===== src/rtl/uart_pkg.sv =====
// rtl/uart_pkg.sv - shared UART constants, board baud defaults and scheduler state encoding
package uart_pkg;

    localparam int UART_DATA_BITS  = 8;
    localparam int UART_FRAME_BITS = 10;

    localparam int CLKS_PER_BIT_25M_115200  = 217;
    localparam int CLKS_PER_BIT_50M_115200  = 434;
    localparam int CLKS_PER_BIT_100M_115200 = 868;

    typedef enum logic [2:0] {
        ARB,
        LOCKED,
        START,
        DATA,
        STOP
    } uart_state_e;

endpackage


===== src/rtl/uart_baud_tick.sv =====
// rtl/uart_baud_tick.sv - clearable per-bit baud counter with end-of-bit tick
module uart_baud_tick #(
    parameter int CLKS_PER_BIT = 434
) (
    input  logic clk,
    input  logic rst_n,
    input  logic clr,
    input  logic en,
    output logic tick
);

    localparam int CNT_W = (CLKS_PER_BIT > 1) ? $clog2(CLKS_PER_BIT) : 1;
    localparam logic [CNT_W-1:0] LAST_CNT = CNT_W'(CLKS_PER_BIT - 1);

    logic [CNT_W-1:0] cnt;

    assign tick = en && (cnt == LAST_CNT);

    always_ff @(posedge clk or negedge rst_n) begin
        if (!rst_n) begin
            cnt <= '0;
        end else if (clr || tick) begin
            cnt <= '0;
        end else if (en) begin
            cnt <= cnt + 1'b1;
        end
    end

endmodule


===== src/rtl/uart_tx_sched.sv =====
// rtl/uart_tx_sched.sv - round-robin packet-locked scheduler driving one 8N1 UART TX line
module uart_tx_sched
    import uart_pkg::*;
#(
    parameter int NREQ         = 4,
    parameter int ID_W         = 2,
    parameter int CLKS_PER_BIT = 434,
    parameter int LOCK_TIMEOUT = 4096
) (
    input  logic              clk,
    input  logic              rst_n,
    input  logic [NREQ-1:0]   req_valid,
    input  logic [8*NREQ-1:0] req_data,
    input  logic [NREQ-1:0]   req_last,
    output logic [NREQ-1:0]   req_ready,
    output logic              tx,
    output logic              busy,
    output logic              grant_valid,
    output logic [ID_W-1:0]   grant_id
);

    localparam int TO_W = (LOCK_TIMEOUT > 1) ? $clog2(LOCK_TIMEOUT) : 1;
    localparam logic [TO_W-1:0] TO_MAX = TO_W'(LOCK_TIMEOUT - 1);
    localparam logic [2:0] LAST_BIT = 3'(UART_DATA_BITS - 1);

    uart_state_e               state;
    logic [ID_W-1:0]           rr_ptr;
    logic [UART_DATA_BITS-1:0] data_q;
    logic                      last_q;
    logic [2:0]                bit_cnt;
    logic [TO_W-1:0]           to_cnt;

    logic                      accept;
    logic [ID_W-1:0]           acc_id;
    logic [UART_DATA_BITS-1:0] acc_data;
    logic                      acc_last;
    logic [ID_W:0]             ff_hit;
    logic [ID_W-1:0]           next_ptr;
    logic                      baud_en;
    logic                      tick;

    // Returns {hit, index} of the first valid at or after ptr, wrapping modulo NREQ.
    function automatic logic [ID_W:0] rr_find_first(input logic [NREQ-1:0] valid,
                                                    input logic [ID_W-1:0] ptr);
        logic [ID_W:0] res;
        int            idx;
        res = '0;
        for (int k = 0; k < NREQ; k++) begin
            idx = int'(ptr) + k;
            if (idx >= NREQ) idx = idx - NREQ;
            if (!res[ID_W] && valid[idx]) res = {1'b1, ID_W'(idx)};
        end
        return res;
    endfunction

    // Ready is gated by rst_n so no requester sees an accept while reset is held.
    always_comb begin
        ff_hit    = rr_find_first(req_valid, rr_ptr);
        accept    = 1'b0;
        acc_id    = grant_id;
        req_ready = '0;
        if (rst_n) begin
            if (state == ARB && ff_hit[ID_W]) begin
                accept = 1'b1;
                acc_id = ff_hit[ID_W-1:0];
            end else if (state == LOCKED && req_valid[grant_id]) begin
                accept = 1'b1;
                acc_id = grant_id;
            end
        end
        if (accept) req_ready[acc_id] = 1'b1;
    end

    always_comb begin
        acc_data = '0;
        acc_last = 1'b0;
        for (int i = 0; i < NREQ; i++) begin
            if (acc_id == ID_W'(i)) begin
                acc_data = req_data[8*i +: 8];
                acc_last = req_last[i];
            end
        end
    end

    assign next_ptr = (grant_id == ID_W'(NREQ - 1)) ? '0 : grant_id + 1'b1;
    assign baud_en  = (state == START) || (state == DATA) || (state == STOP);
    assign busy     = (state != ARB);

    uart_baud_tick #(
        .CLKS_PER_BIT(CLKS_PER_BIT)
    ) u_baud (
        .clk   (clk),
        .rst_n (rst_n),
        .clr   (accept),
        .en    (baud_en),
        .tick  (tick)
    );

    always_ff @(posedge clk or negedge rst_n) begin
        if (!rst_n) begin
            state       <= ARB;
            tx          <= 1'b1;
            grant_valid <= 1'b0;
            grant_id    <= '0;
            rr_ptr      <= '0;
            data_q      <= '0;
            last_q      <= 1'b0;
            bit_cnt     <= '0;
            to_cnt      <= '0;
        end else begin
            case (state)
                ARB, LOCKED: begin
                    if (accept) begin
                        data_q      <= acc_data;
                        last_q      <= acc_last;
                        grant_id    <= acc_id;
                        grant_valid <= 1'b1;
                        to_cnt      <= '0;
                        bit_cnt     <= '0;
                        tx          <= 1'b0;
                        state       <= START;
                    end else if (state == LOCKED) begin
                        if (to_cnt == TO_MAX) begin
                            grant_valid <= 1'b0;
                            rr_ptr      <= next_ptr;
                            state       <= ARB;
                        end else begin
                            to_cnt <= to_cnt + 1'b1;
                        end
                    end
                end
                START: begin
                    if (tick) begin
                        tx    <= data_q[0];
                        state <= DATA;
                    end
                end
                DATA: begin
                    if (tick) begin
                        if (bit_cnt == LAST_BIT) begin
                            tx    <= 1'b1;
                            state <= STOP;
                        end else begin
                            bit_cnt <= bit_cnt + 3'd1;
                            tx      <= data_q[bit_cnt + 3'd1];
                        end
                    end
                end
                STOP: begin
                    if (tick) begin
                        to_cnt <= '0;
                        if (last_q) begin
                            grant_valid <= 1'b0;
                            rr_ptr      <= next_ptr;
                            state       <= ARB;
                        end else begin
                            state <= LOCKED;
                        end
                    end
                end
                default: begin
                    tx    <= 1'b1;
                    state <= ARB;
                end
            endcase
        end
    end

endmodule

===== config.mk =====
export PLATFORM = sky130hd
export DESIGN_NAME = uart_tx_sched
export DESIGN_NICKNAME = d
export VERILOG_FILES = /design/src/rtl/uart_pkg.sv /design/src/rtl/uart_baud_tick.sv /design/src/rtl/uart_tx_sched.sv
export SDC_FILE = /design/constraint.sdc
export NUM_CORES = 1
export LEC_CHECK = 0
export BUFFER_PORTS_ARGS = -buffer_cell sky130_fd_sc_hd__buf_2
export CORE_MARGIN = 2
export CORE_UTILIZATION = 51
export CTS_CLUSTER_SIZE = 12
export DETAILED_ROUTE_END_ITERATION = 8
export HOLD_SLACK_MARGIN = 0.06
export MAX_ROUTING_LAYER = met4
export PLACE_DENSITY_LB_ADDON = 0.08
export SYNTH_ARGS = -nofsm -noshare
export SYNTH_HDL_FRONTEND = slang
export SYNTH_SLANG_ARGS = --single-unit

===== constraint.sdc =====
create_clock -name clk -period 2.37 [get_ports clk]
set_input_delay 0.5925 -clock clk [delete_from_list [all_inputs] [get_ports clk]]
set_output_delay 0.5925 -clock clk [all_outputs]
set_load 0.005 [all_outputs]

==> results of run 1 <==
==> worst paths after layout <==
path / cells past startpoint / to / slack (ps)
min in group clk: 1 / bit_cnt[2]$_DFFE_PN0P_ / 500
max in group asynchronous: 2 / tx$_DFFE_PN1P_ / 1620
hold / removal: 2 / state[0]$_DFFE_PN0P_ / 330
setup / recovery: 5 / req_ready[2] / -150
setup reg to reg: 7 / rr_ptr[0]$_DFFE_PN0P_ / 210
hold reg to reg: 1 / bit_cnt[2]$_DFFE_PN0P_ / 500
==> layout make-up <==
| type | count | area [um2] | share of cell area [%] |
|---|---|---|---|
| multi-input cells | 221 | 1710 | 48.6 |
| clock buffers | 8 | 90.1 | 2.57 |
| repair buffers | 86 | 539 | 15.4 |
| flip-flops and latches | 42 | 1050 | 30.0 |
| inverters | 8 | 32.5 | 0.927 |
| well taps | 72 | 90.1 | 2.57 |
==> synthesized netlist by cell type, drive strengths merged (2+ instances only) <==
cell	count	area, um2
a211oi	2	20.0
a21bo	2	20.0
a21o	5	37.5
a21oi	17	85.1
a221oi	10	138
a311oi	3	32.5
a31o	2	17.5
a31oi	3	18.8
a41oi	3	26.3
and2	4	25.0
and3	10	67.6
and3b	2	17.5
buf	11	81.3
dfrtp	41	1030
ha	6	75.1
inv	8	30.0
mux2	5	56.3
mux2i	22	220
mux4	3	67.6
nand2	14	55.1
nand2b	5	31.3
nand3	8	50.1
nand3b	4	30.0
nand4	4	25.0
nor2	26	100
nor2b	2	12.5
nor3	7	46.3
nor3b	4	30.0
o21ai	19	95.1
o22ai	4	25.0
o41ai	3	33.8
or2	2	12.5
or3	3	23.8
==> worst register-to-register path, cell delays in order, from the launching register on <==
cell     delay, ps
dfrtp_1        400
mux4_2         530
and3_4         170
buf_4          120
buf_4          130
nor3_4         200
a32oi_1        150
mux2_1         340
==> state kept, by name (all words and copies together), names as in the netlist <==
| register | cells |
|---|---|
| bit_cnt | 3 |
| tx | 1 |
| grant_id | 2 |
| rr_ptr | 2 |
| state | 3 |
| to_cnt | 12 |
| grant_valid | 1 |
| data_q | 8 |
| last_q | 1 |
| u_baud.cnt | 9 |
==> through the flow <==
stage | cell area [um2] | std cells | setup WS, ps
finish | 3510 | 437 | -149
detailed placement | 3360 | 425 | -190
global placement | 3360 | 425 | -196
floorplan | 2850 | 283 | 0.507
global route | 3510 | 437 | -222
CTS | 3500 | 437 | -166
==> cell usage in the layout (no fill, tap or decap), types with 5 or more instances in the layout <==
cell	Yosys	routed
a21oi_1	17	16
inv_1	6	6
ha_1	6	6
buf_2	5	49
mux2_1	5	5
dfrtp_1	41	41
a221oi_2	8	8
a21o_1	5	5
nand2_1	13	13
nor3_1	6	6
mux2i_1	22	22
nand3_1	6	6
clkbuf_8	0	6
and3_1	9	9
o21ai_0	17	16
buf_4	3	35
nor2_1	25	25
nand2b_1	5	5
==> per-layer routing <==
metal  vias up  wire, um  GRT usage [%]
met4         0       104           6.49
li1       1247         -              -
met1      1239      3290           34.6
met3         8       274           3.30
met5         -         0              -
met2        57      3160           37.2
==> cell families (layout without fill, tap and decap cells) <==
logic type | Yosys count | count (layout) | share of synthesized area [%]
AO/OA/AOI/OAI | 85 | 85 | 23.7
buffers and inverters | 20 | 102 | 4.04
flip-flops | 42 | 42 | 36.9
AND/OR/NAND/NOR | 100 | 100 | 20.6
adder cells (fa/ha/maj) | 6 | 6 | 2.63
multiplexers | 30 | 30 | 12.1
==> power groups by stage <==
| stage | sequential [W] | combinational [W] | clock, W |
|---|---|---|---|
| CTS | 0.000718 | 0.000135 | 0.000482 |
| floorplan | 0.000733 | 0.0000522 | 0 |
| finish | 0.000718 | 0.000136 | 0.000475 |
| detailed placement | 0.000732 | 0.000129 | 0 |
| global placement | 0.000732 | 0.000127 | 0 |
| global route | 0.000718 | 0.000152 | 0.000512 |
==> timing repair <==
item	4_1_cts	5_1_grt
endpoints found under the hold margin	0	0
pin swaps	2	0
setup buffers	4	0
setup endpoints to repair	4	4
resized for setup	4	3
==> impl_metrics.ini, run 1 <==
[critical_path]
end_kind = primary output
critical_path.max_stage_delay_ps = 400
critical_path_required_ps = 1780
path_delay_family = simple AND/OR/NAND/NOR gates
critPathLaunch = state[2]$_DFFE_PN0P_
cp_max_fo = 5
critPathLaunchType = register
path_buf_inv = 1
r2r-start = grant_id[0]$_DFFE_PN0P_
cp.arrival_ps = 1930
cp_cell_sequence = or3_4 -> a211o_1 -> o31a_4 -> and2_1 -> buf_2
cpMaxStageDelayCell = or3_4
path_class = register to primary output

[power]
power.leakage_nw = 1.75
vdd_drop_max_v = 0.000354
pwr-share-comb_pct = 10.2
p_per_area_nw_per_um2 = 379
finalPower_w = 0.00133
clkPwrFrac_pct = 35.8
p_sw_w = 0.000304
seqPwrFrac_pct = 54.0
sw_frac_of_total_pct = 22.9
intPower_w = 0.00103

[cts]
cts_made_buffers = 5
tritoncts = yes
cts_max_level = 2
clockBufferDepth = 2
cts.sinks = 42
clkLatencyLatePin_ps = 290
hold_buffers = 0
cts-root-buf = clkbuf_8
path_clk_slew_ps = 80

[final_layout]
post-route-util_pct = 64.5
antennaDiodeCount = 0
n_fill_cell = 463
syn_to_final_growth_pct = 23.2
drive_gt1_share_pct = 35.6
nets = 412

[floorplanning]
num_rows = 27
dieArea_um2 = 6200
die_y_um = 78.7
ios = 51
core-area_um2 = 5440
start_util_pct = 52.4
fp.dieW_um = 78.7

[sta]
period_share_pct = 106
hold_viol_final = 0
rsz0062_at_grt = yes
setup_viol = 4
fmax_ghz = 0.397
tns_ps = -572
fin_skew_ps = 8.52
maxSlewHeadroom_pct = 65.6
layout_min_cycle_time_ps = 2520
whs_ps = 326
fin_ws_ps = -149
slew_viol_final = 0
tightest_slew_ps = 515

[grt]
grt_max_degree = 32
gr-total-overflow = 0
grt_pass1_vias = 2448
gr-usage-all-layers_pct = 24.4
grt_pass1_wl_mm = 11.7
antenna_found_initial = 0

[logic_synthesis]
syn_area_um2 = 2850
synthesis.instances = 283
synth_seq_cells = 42
postSynth.asyncResetShare_pct = 100
yosysWarnings = 0
synth.avg_cell_area_um2 = 10.1
yosysUniqueCellTypes = 66
synth_edf_count = 0
ys_seq_area_share_pct = 36.9
synth_nets = 331
synthFlopType = dfrtp_1

[routing]
drt_iter0_markers = 155
wl_per_cell_um = 15.6
drc_errors = 0
first_pass_iters = 5
drt-total-wl_mm = 6.82
vias_per_cell = 5.84
final_antenna_net_count = 0
vias = 2551

[placement]
io_buffers = 50
gp_congestion = 0.838
dp_hpwl_mm = 5.13

[hold_path]
hold_path_class = input pin to asynchronous set/reset pin

[run_status]
status = complete, but fails checks
violations = negative setup slack

[flow_run]
cap_viol_max_count = 0
Note: power is estimated with default switching activity, not from simulation.
==> run 2, diff against run 1 <==
BUFFER_PORTS_ARGS = not set   (was -buffer_cell sky130_fd_sc_hd__buf_2)
CORE_UTILIZATION = 57   (was 51)
DONT_BUFFER_PORTS = 1   (was not set)
SYNTH_HIERARCHICAL = 1   (was not set)
==> run 2 against run 1 <==
Effect of this change: the run still ends with negative setup slack left; fmax increased by 5.9%; area after synthesis decreased by 5.8%; global-route usage decreased by 0.21 points; highest routed layer unchanged; largest cell class unchanged; via count decreased by 11%; sequential power about the same.
==> impl_metrics.ini, run 2 <==
[run_status]
status = complete, but fails checks
violations = negative setup slack

[power]
vdd_drop_max_v = 0.000279
clkPwrFrac_pct = 35.8
power.leakage_nw = 1.39
seqPwrFrac_pct = 57.8
sw_frac_of_total_pct = 23.0
p_sw_w = 0.000286
pwr-share-comb_pct = 6.4
intPower_w = 0.000961
p_per_area_nw_per_um2 = 393

[cts]
cts_made_buffers = 5
cts_max_level = 2
clkLatencyLatePin_ps = 290
cts-root-buf = clkbuf_8
cts.sinks = 42
clockBufferDepth = 2
path_clk_slew_ps = 80
tritoncts = yes

[critical_path]
critPathLaunchType = input pin
critical_path_required_ps = 1780
worst-r2r-setup-slack_ps = 80
reg2regPathDepth = 13
crit_path_end = req_ready[0]
r2r-end = to_cnt[9]$_DFFE_PN0P_
cp.arrival_ps = 1790
path_class = input pin to primary output
critPathLaunch = req_valid[3]
end_kind = primary output
cp_max_fo = 6
r2r-start = state[1]$_DFFE_PN0P_

[sta]
fmax_ghz = 0.420
layout_min_cycle_time_ps = 2380
hold_viol_final = 0
setup_viol = 2
fin_skew_ps = 6.56
tns_ps = -14.1
slew_viol_final = 0
rsz0062_at_grt = yes
period_share_pct = 100
tightest_slew_ps = 483
whs_ps = 128
maxSlewHeadroom_pct = 67.6
fin_ws_ps = -8.42

[routing]
drt_iter0_markers = 136
drt-total-wl_mm = 5.87
wl_per_cell_um = 16.0
vias = 2270
vias_per_cell = 6.19
first_pass_iters = 4
final_antenna_net_count = 0
drc_errors = 0

[grt]
grt_pass1_vias = 2164
grt_max_degree = 42
antenna_found_initial = 0
gr-usage-all-layers_pct = 24.2
gr-total-overflow = 0
grt_pass1_wl_mm = 9.76

[logic_synthesis]
synth_nets = 332
synth_top_cell_by_area = dfrtp_1
yosysWarnings = 6
syn_area_um2 = 2680
synthesis.instances = 284
synthFlopType = dfrtp_1
ys_seq_area_share_pct = 39.2
synth.avg_cell_area_um2 = 9.45
yosysUniqueCellTypes = 57
postSynth.asyncResetShare_pct = 100
synth_seq_cells = 42
synth_edf_count = 0
synth_top_area_share_pct = 38.2
synth_common_cells = 41 x dfrtp_1, 25 x nand2_1, 23 x nor2_1, 20 x mux2i_1
yosysMostFrequentCell = dfrtp_1
synth.area.top_cells = dfrtp_1 38%, mux2i_1 7.5%, nand2_1 3.5%

[placement]
dp_hpwl_mm = 4.17
io_buffers = 0
pre_cts_ws_ps = -12.1
gp_congestion = 0.860

[hold_path]
hold_path_class = input pin to asynchronous set/reset pin

[floorplanning]
core-area_um2 = 4440
dieArea_um2 = 5270
die_y_um = 72.6
fp.dieW_um = 72.6
start_util_pct = 60.4
ios = 51
num_rows = 24

[flow_run]
cap_viol_max_count = 0

[final_layout]
syn_to_final_growth_pct = 18.3
final_cell_mix = 39 x dfrtp_1, 33 x buf_4, 22 x nor2_1, 22 x nand2_1, 20 x mux2i_1
top_regs = to_cnt (12), u_baud/cnt (9), data_q (8)
final_common_cell = dfrtp_1
drive_gt1_share_pct = 23.5
largest_register = to_cnt
nets = 362
antennaDiodeCount = 0
largest_register_ff_count = 12
run 2: cell types whose count changed after synthesis, sizes merged, moves of 5 or more:
cell,previous run,this run
a221oi,10,0
and3,10,2
buf,11,5
clkbuf,1,7
inv,8,14
nand2,14,26
o2bb2ai,0,9
or4,1,6
xor2,0,5
run 2: area by class of cell:
class,count,area [um2]
Clock buffer,6,72.6
Clock inverter,2,10.0
Fill cell,336,1270
Inverter,14,52.6
Multi-Input combinational cell,216,1640
Sequential cell,42,1050
Tap cell,52,65.1
Timing Repair Buffer,35,279
run 2: metal layers:
metal | wire (um) | vias up | share of wire (%) | global-route usage, %
met2 | 2910 | 49 | 50 | 39.4
met5 | 0 | - | 0 | -
met3 | 202 | 5 | 3.4 | 3.31
met4 | 44 | 0 | 0.75 | 6.17
li1 | - | 1115 | - | -
met1 | 2710 | 1101 | 46 | 32.1
run 2: worst max-delay path, cell delays in order:
cell and delay [ps]:
or4_4 560, nand2_4 110, mux2_4 340, nor3_4 190
run 2: per-stage QoR:
step                      util (%)  cell area [um2]  std cells  total power [W]
final                         71.4             3170        367          0.00125
after global routing          71.4             3170        367          0.00130
after CTS                     68.8             3060        363          0.00126
after detailed placement      65.9             2930        353         0.000791
after floorplan                  -             2700        284         0.000777
after global placement        65.9             2930        353         0.000790
run 2: worst min path at each step:
| stage | slack (ps) | from | end | cells past startpoint |
|---|---|---|---|---|
| floorplan | 300 | rst_n | bit_cnt[0]$_DFFE_PN0P_ | 0 |
| global placement | 300 | rst_n | rr_ptr[0]$_DFFE_PN0P_ | 0 |
| detailed placement | 300 | rst_n | rr_ptr[1]$_DFFE_PN0P_ | 0 |
| CTS | 130 | rst_n | tx$_DFFE_PN1P_ | 0 |
| global route | 120 | rst_n | tx$_DFFE_PN1P_ | 0 |
| finish | 130 | rst_n | grant_valid$_DFFE_PN0P_ | 1 |
run 2: cells by family after synthesis:
| logic type | Yosys count | synth area share (%) |
|---|---|---|
| XOR/XNOR | 9 | 2.94 |
| AND/OR/NAND/NOR | 105 | 21.8 |
| flip-flops | 42 | 39.2 |
| AO/OA/AOI/OAI | 70 | 17.6 |
| adder cells (fa/ha/maj) | 6 | 2.80 |
| buffers and inverters | 26 | 4.20 |
| multiplexers | 26 | 11.4 |
run 2: repair_timing:
action	CTS	global route
hold buffers	1	0
resized for setup	5	20
endpoints found under the hold margin	41	0
endpoints found under the setup margin	3	7
setup buffers	1	4
pin swaps	0	10
run 2: power by group through the flow:
stage | combinational [W] | clock, W | sequential [W]
after global placement | 0.0000550 | 0 | 0.000735
after CTS | 0.0000749 | 0.000460 | 0.000720
after global routing | 0.0000898 | 0.000490 | 0.000721
after detailed placement | 0.0000561 | 0 | 0.000735
after floorplan | 0.0000423 | 0 | 0.000735
final | 0.0000800 | 0.000447 | 0.000720
==> run 3, diff against run 2 <==
PLACE_DENSITY = 0.75   (was not set)
PLACE_DENSITY_LB_ADDON = not set   (was 0.08)
==> run 3 against run 2 <==
Effect of this change: first-iteration DRC count increased by 49%; clock skew decreased by 1.6 ps; the flow still finishes with violations (negative setup slack); wire length increased by 10%; non-clock buffer count increased by 4; critical endpoint is now req_ready[1]; critical path depth increased by 2; clock power increased by 11%; sequential power about the same.
==> impl_metrics.ini, run 3 (same netlist as run 2, synthesis figures left out) <==
[run_status]
status = complete, but fails checks
violations = negative setup slack

[placement]
io_buffers = 0
pre_cts_ws_ps = -22.2
gp_congestion = 0.823
dp_hpwl_mm = 4.24
placedCellCount = 351
placed_cell_area_um2 = 2930

[power]
power.leakage_nw = 1.43
p_per_area_nw_per_um2 = 398
vdd_drop_max_v = 0.000344
finalPower_w = 0.00130

[final_layout]
antennaDiodeCount = 0
nets = 366
final_cell_mix = 38 x dfrtp_1, 34 x buf_4, 21 x nor2_1
drive_gt1_share_pct = 26.3
n_fill_cell = 301
largest_register = to_cnt
final_area_um2 = 3280
top_regs = to_cnt (12), u_baud/cnt (9), data_q (8)
final_common_cell = dfrtp_1
syn_to_final_growth_pct = 22.1
largest_register_ff_count = 12
instances_no_fill = 371

[sta]
fin_skew_ps = 5.00
layout_min_cycle_time_ps = 2380
maxSlewHeadroom_pct = 66.4
rsz0062_at_grt = yes
tightest_slew_ps = 501
fin_ws_ps = -6.00
slew_viol_final = 0
period_share_pct = 100
tns_ps = -6.00
setup_viol = 1
fmax_ghz = 0.421
hold_viol_final = 0

[critical_path]
end_kind = primary output
cp.arrival_ps = 1780
worst-r2r-setup-slack_ps = 60
cp_max_fo = 4
path_class = register to primary output
r2r-start = to_cnt[0]$_DFFE_PN0P_
critPathLaunch = rr_ptr[0]$_DFFE_PN0P_
crit_path_end = req_ready[1]
critPathLaunchType = register
reg2regPathDepth = 7
r2r-end = rr_ptr[1]$_DFFE_PN0P_
critical_path_required_ps = 1780

[routing]
vias_per_cell = 6.46
drc_errors = 0
vias = 2398
final_antenna_net_count = 0
wl_per_cell_um = 17.4
drt-total-wl_mm = 6.45
drt_iter0_markers = 202
first_pass_iters = 4

[cts]
clkLatencyLatePin_ps = 310
path_clk_slew_ps = 80
tritoncts = yes
clockBufferDepth = 2
cts.sinks = 42
cts_max_level = 2
cts-root-buf = clkbuf_8
cts_made_buffers = 5

[grt]
gr-usage-all-layers_pct = 25.7
grt_pass1_vias = 2276
grt_pass1_wl_mm = 10.3
grt_max_degree = 42
antenna_found_initial = 0
gr-total-overflow = 0

[floorplanning]
core-area_um2 = 4440
num_rows = 24
fp.dieW_um = 72.6
ios = 51
dieArea_um2 = 5270
die_y_um = 72.6
start_util_pct = 60.4

[flow_run]
cap_viol_max_count = 0

[hold_path]
hold_path_class = input pin to asynchronous set/reset pin
## run 3: what timing repair did
action / 4_1_cts / 5_1_grt
setup buffers: 2 / 8
gates cloned: 0 / 1
hold buffers: 1 / 0
hold endpoints to repair: 41 / 0
gates resized for setup: 9 / 25
setup endpoints to repair: 5 / 9
pin swaps: 0 / 14
## run 3: per-layer routing
layer  part of all wire (%)  track usage (%)  wire length, um
met4                    1.7             8.85              110
met1                     43             31.8             2750
met3                    5.6             4.56              362
met5                      0                -                0
met2                     50             42.7             3220
## run 3: report_power, final
group	total (W)	switching, W	internal [W]
clock network	0.000498	0.000263	0.000235
registers	0.000719	0.00000123	0.000718
logic	0.0000856	0.0000441	0.0000416
total	0.00130	0.000308	0.000995
## run 3: critical path: stages (launching register included)
cell	delay [ps]
dfrtp_1	420
buf_4	160
nor3b_1	240
a31oi_1	110
a32oi_2	250
buf_4	170
and2_4	140
## run 3: how the worst min path moves through the flow
| stage | from | endpoint | slack [ps] | cells after the start |
|---|---|---|---|---|
| 2_1_floorplan | rst_n | bit_cnt[0]$_DFFE_PN0P_ | 300 | 0 |
| 3_3_place_gp | rst_n | rr_ptr[0]$_DFFE_PN0P_ | 300 | 0 |
| 3_5_place_dp | rst_n | rr_ptr[0]$_DFFE_PN0P_ | 300 | 0 |
| 4_1_cts | rst_n | tx$_DFFE_PN1P_ | 120 | 0 |
| 5_1_grt | rst_n | tx$_DFFE_PN1P_ | 100 | 0 |
| 6_report | rst_n | tx$_DFFE_PN1P_ | 120 | 0 |
## run 3: metrics by stage
stage | hold slack (ps) | utilization (%)
after floorplan | 297 | -
after global placement | 298 | 65.8
after detailed placement | 298 | 65.8
after CTS | 116 | 69.4
after global routing | 105 | 73.7
final | 119 | 73.7
## run 3: cell type report
| cell class | instances | area [um2] | share of cell area (%) |
|---|---|---|---|
| multi-input combinational | 216 | 1680 | 51.3 |
| sequential | 42 | 1060 | 32.2 |
| timing repair buffer | 39 | 329 | 10.0 |
| clock buffer | 7 | 86.3 | 2.64 |
| tap | 52 | 65.1 | 1.99 |
| inverter | 14 | 52.6 | 1.60 |
| clock inverter | 1 | 5.00 | 0.153 |
